File: src/rtl/hopfield_sequencer.sv
// Hopfield network train/recall sequencer with pattern buffer.
// Define HOPFIELD_SEQ_TIMEOUT_EN to bound RECALL by TIMEOUT cycles.
module hopfield_sequencer #(
  parameter int NUM_PAT       = 4,
  parameter int HOLD_CYCLES   = 8,
  parameter int EPOCHS        = 4,
  parameter int STABLE_CYCLES = 3,
  parameter int TIMEOUT       = 32
) (
  input  logic       clk,
  input  logic       reset,
  input  logic       load_valid,
  input  logic [3:0] load_data,
  output logic       load_ready,
  input  logic       clear_patterns,
  input  logic       train_start,
  input  logic       recall_start,
  input  logic [3:0] probe,
  input  logic [6:0] net_spikes,
  output logic       net_learning_enable,
  output logic [3:0] net_pattern,
  output logic       busy,
  output logic       done,
  output logic       timeout,
  output logic [6:0] result,
  output logic [2:0] pat_count
);

  localparam int IW = (NUM_PAT > 1) ? $clog2(NUM_PAT) : 1;
  localparam int HW = (HOLD_CYCLES > 1) ? $clog2(HOLD_CYCLES) : 1;
  localparam int EW = (EPOCHS > 1) ? $clog2(EPOCHS) : 1;
  localparam int SW = $clog2(STABLE_CYCLES + 1);

  typedef enum logic [1:0] {
    IDLE,
    TRAIN,
    RECALL,
    DONE
  } state_t;

  state_t        state;
  state_t        state_nx;
  logic [3:0]    pat_mem [NUM_PAT];
  logic [IW-1:0] idx;
  logic [HW-1:0] hold;
  logic [EW-1:0] epoch;
  logic [3:0]    pat_q;
  logic [6:0]    prev;
  logic [SW-1:0] stable;
  logic [SW-1:0] stable_nx;

  logic idle;
  logic clr_go;
  logic train_go;
  logic recall_go;
  logic load_go;
  logic hold_end;
  logic idx_end;
  logic ep_end;
  logic train_last;
  logic converged;
  logic expired;

  assign idle = (state == IDLE);
  assign clr_go = idle && clear_patterns;
  assign train_go = idle && !clear_patterns && train_start
                    && (pat_count != 3'd0);
  assign recall_go = idle && !clear_patterns && !train_start
                     && recall_start;
  assign load_ready = idle && (pat_count < 3'(NUM_PAT))
                      && !train_start && !recall_start
                      && !clear_patterns;
  assign load_go = load_valid && load_ready;

  assign hold_end = (hold == HW'(HOLD_CYCLES - 1));
  assign idx_end = (idx == IW'(pat_count - 3'd1));
  assign ep_end = (epoch == EW'(EPOCHS - 1));
  assign train_last = hold_end && idx_end && ep_end;

  assign stable_nx = (net_spikes == prev) ? stable + SW'(1) : '0;
  assign converged = (stable_nx == SW'(STABLE_CYCLES));

`ifdef HOPFIELD_SEQ_TIMEOUT_EN
  localparam int TW = (TIMEOUT > 1) ? $clog2(TIMEOUT) : 1;
  logic [TW-1:0] cyc;

  assign expired = (cyc == TW'(TIMEOUT - 1));

  always_ff @(posedge clk) begin
    if (reset) begin
      cyc <= '0;
    end else if (recall_go) begin
      cyc <= '0;
    end else if (state == RECALL) begin
      cyc <= cyc + TW'(1);
    end
  end
`else
  // Feature off: recall never expires.
  assign expired = (TIMEOUT < 0);
`endif

  always_comb begin
    state_nx = state;
    unique case (state)
      IDLE: begin
        if (train_go) state_nx = TRAIN;
        else if (recall_go) state_nx = RECALL;
      end
      TRAIN:  if (train_last) state_nx = DONE;
      RECALL: if (converged || expired) state_nx = DONE;
      DONE:   state_nx = IDLE;
      default: state_nx = IDLE;
    endcase
  end

  always_ff @(posedge clk) begin
    if (load_go) pat_mem[pat_count[IW-1:0]] <= load_data;
  end

  always_ff @(posedge clk) begin
    if (reset) begin
      state     <= IDLE;
      pat_count <= '0;
      idx       <= '0;
      hold      <= '0;
      epoch     <= '0;
      pat_q     <= '0;
      prev      <= '0;
      stable    <= '0;
      timeout   <= 1'b0;
      result    <= '0;
    end else begin
      state <= state_nx;
      if (clr_go) pat_count <= '0;
      else if (load_go) pat_count <= pat_count + 3'd1;
      if (train_go) begin
        idx   <= '0;
        hold  <= '0;
        epoch <= '0;
      end
      if (state == TRAIN) begin
        pat_q <= pat_mem[idx];
        if (hold_end) begin
          hold <= '0;
          if (idx_end) begin
            idx   <= '0;
            epoch <= epoch + EW'(1);
          end else begin
            idx <= idx + IW'(1);
          end
        end else begin
          hold <= hold + HW'(1);
        end
      end
      if (recall_go) begin
        pat_q   <= probe;
        prev    <= net_spikes;
        stable  <= '0;
        timeout <= 1'b0;
      end
      if (state == RECALL) begin
        prev   <= net_spikes;
        stable <= stable_nx;
        if (converged) begin
          result <= net_spikes;
        end else if (expired) begin
          result  <= net_spikes;
          timeout <= 1'b1;
        end
      end
    end
  end

  // TRAIN drives the buffer directly; elsewhere the last value holds.
  assign net_pattern = (state == TRAIN) ? pat_mem[idx] : pat_q;
  assign net_learning_enable = (state == TRAIN);
  assign busy = (state == TRAIN) || (state == RECALL);
  assign done = (state == DONE);

endmodule

File: config.mk
export PLATFORM = sky130hd
export DESIGN_NAME = hopfield_sequencer
export DESIGN_NICKNAME = d
export VERILOG_FILES = /design/src/rtl/hopfield_sequencer.sv
export SDC_FILE = /design/constraint.sdc
export NUM_CORES = 1
export LEC_CHECK = 0
export ABC_AREA = 1
export BUFFER_PORTS_ARGS = -buffer_cell sky130_fd_sc_hd__buf_2
export CAP_MARGIN = 10
export CORE_MARGIN = 2
export CORE_UTILIZATION = 46
export CTS_CLUSTER_DIAMETER = 120
export DETAILED_ROUTE_END_ITERATION = 10
export PLACE_DENSITY = 0.7
export RECOVER_POWER = 100
export SYNTH_ARGS = -nofsm -noshare
export SYNTH_HDL_FRONTEND = slang
export SYNTH_SLANG_ARGS = --single-unit
File: constraint.sdc
create_clock -name clk -period 2.15 [get_ports clk]
set_input_delay 0 -clock clk [delete_from_list [all_inputs] [get_ports clk]]
set_output_delay 0 -clock clk [all_outputs]
set_load 0.005 [all_outputs]
==> run metrics <==
Arr. time, crit path 1.89 ns; Max Buffers Root-to-Sink 2; status completed; Power Dens Cells 785 nW/um^2; max-cap violations 0; syn avg cell area approximately 8.0 um^2; CTS tree yes; Worst-Skew Late Latency approximately 0.30 ns; Core ar. 5040 um^2; Iter 0 DRT Violations between 100 and 150; ANT nets after route 0; WL per Instance between 10 and 15 um; Primary FF master, synth dfxtp_1; HPWL after DPL 3.39 mm; Final period util 89.2%; via count just under 2000; hold crit path type in -> reg; FMAX between 500 and 600 MHz; min cycle time layout roughly 1.9 ns; Slew headroom between 60% and 70%; postcts setup bufs 0; number of H-tree levels 2; Synth Cell Area between 2000 and 2500 um^2; placer congestion estimate roughly 0.76; fin cells approximately 430; clk root buf clkbuf_8; syn_nets 331; r2r startpoint state[0]; clock slew seen by the registers of the worst setup and hold paths about 0.090 ns; via/cell ratio around 4.7; TritonCTS Buffers 5; Placement Rows 26; Setup-failing EPs final 0; port buffer count 38; CP Class reg -> reg; first-pass GRT wire length 7.57 mm; initial antenna violation count 0; #FFs+latches synth 48; commonest non-fill, non-tap cell in the layout nor2_1; crit start category register; largest net degree at the start of global routing 16; Post-synth EDFFs 16; total gr overflow 0; chip width roughly 76 um; # DRC 0; # IOs 40; layout cells sized above 1 a little under a tenth; Fin Setup TNS 0 ns; Crit. End Element register; Clock Sinks between 40 and 50; most frequent cells in the layout nor2_1, nand2_1, inv_1, dfxtp_1, o21ai_0; Fin Clk Skew roughly 0.0042 ns; warnings from Yosys 0; Hold Path Sink pat_count[2]; Post-synth ARST share 0%; peak supply drop between 400 and 500 uV; worst flop-to-flop path endpoint pat_mem[2][0]; Pre-Repair DR Iteration Count 4; placed cells 401; DRT Wirelength approximately 4.7 mm; Layout area overhead 19.0%; final hold vios 0; length in cells of the worst reg-to-reg path 8; die extent in y 75.8 um; total track usage between 15 and 20%; Die Area 5750 um^2; R2R setup slack ~0.23 ns; Final Max Tran Viols 0; Yosys cell types 24; # nets final approximately 390; Worst Path Required 2.12 ns; Seq/Total Area, Yosys a little under half; synthesized instance count 298; Starting Density between 40% and 50%; HP Start load_valid; vias in the first global route roughly 1800; CP max FO 7; ANT cells 0; hold path cells 3; Tightest Pin Transition between 0.5 and 0.6 ns; RSZ-0062 raised after global routing no; P_leak between 0.001 and 0.0015 uW
[metrics by stage]
stage               hold slack (ns)  utilization [%]  total power (uW)  setup slack (ns)  cell area [um^2]
global placement              0.233             51.9              1700             0.243              2620
floorplan                    0.0255                -              1550             0.410              2370
detailed placement            0.236             51.9              1710             0.143              2620
global route                 0.0497             56.0              2370            0.0289              2830
CTS                          0.0158             56.8              2260             0.139              2870
finish                       0.0291             56.0              2220             0.231              2830
[where the power goes]
group	total, uW	switching, uW	leakage, uW	internal (uW)
Clock	522	298	0.0000378	225
Sequential	1100	63.8	0.000404	1040
Combinational	594	344	0.000841	251
Total	2220	705	0.00128	1510
[flip-flops by register name, indices dropped and copies added, names as in the netlist]
register,cells
state,2
result,7
stable,2
idx,2
pat_count,3
epoch,2
pat_q,4
hold,3
prev,7
pat_mem,16
[logic make-up after synthesis]
family / after synthesis / synth area share, %
and+or+nand+nor: 123 / 21.8
AOI/OAI and AO/OA: 54 / 12.0
buffers and inverters: 51 / 9.12
DFF: 48 / 47.2
adders and majority gates: 12 / 6.33
xor gates and xnor gates: 9 / 3.32
other: 1 / 0.158
[timing repair]
action | 4_1_cts | 5_1_grt
endpoints found under the setup margin | 0 | 5
endpoints found under the hold margin | 36 | 0
hold buffers | 16 | 0
resized for setup | 0 | 1
[worst max path at each step]
stage | start | end | slack [ns] | cells past startpoint
final | state[0] | pat_mem[2][0] | 0.23 | 8
after global routing | state[0] | state[0] | 0.03 | 11
after CTS | state[0] | prev[3] | 0.14 | 10
after detailed placement | state[0] | prev[4] | 0.14 | 10
after global placement | state[0] | prev[6] | 0.24 | 10
after floorplan | state[0] | pat_mem[0][0] | 0.41 | 8
[worst max-delay path, stage by stage (launching register included)]
cell,delay [ns]
dfxtp_1,0.35
inv_1,0.11
ha_1,0.20
inv_1,0.06
nor2_2,0.11
nand2_1,0.10
nor3_4,0.14
nand2_1,0.18
nor2_1,0.34
[layer usage]
metal	GRT usage, %	routed length (um)
met1	22.3	2270
met2	28.9	2250
met3	3.97	156
met4	6.24	63
met5	0	0
[cells in the mapped netlist (2+ instances only)]
master,instances,area (um^2)
a21oi_1,22,110
buf_2,3,15.0
clkbuf_1,2,7.51
dfxtp_1,32,641
edfxtp_1,16,480
ha_1,12,150
inv_1,43,161
nand2_1,50,188
nand3_1,11,55.1
nand3_2,3,30.0
nor2_1,54,203
nor2_2,3,18.8
o21a_1,4,30.0
o21ai_0,26,130
xnor2_1,4,35.0
xor2_1,5,43.8
[layout make-up]
cell class | instances | area [um^2]
fill | 501 | 2220
sequential | 48 | 1120
multi-input combinational | 199 | 1020
timing repair buffer | 57 | 349
inverter | 43 | 161
tap | 70 | 87.6
clock buffer | 5 | 68.8
clock inverter | 3 | 18.8
Power figures use the tool's default switching activity.
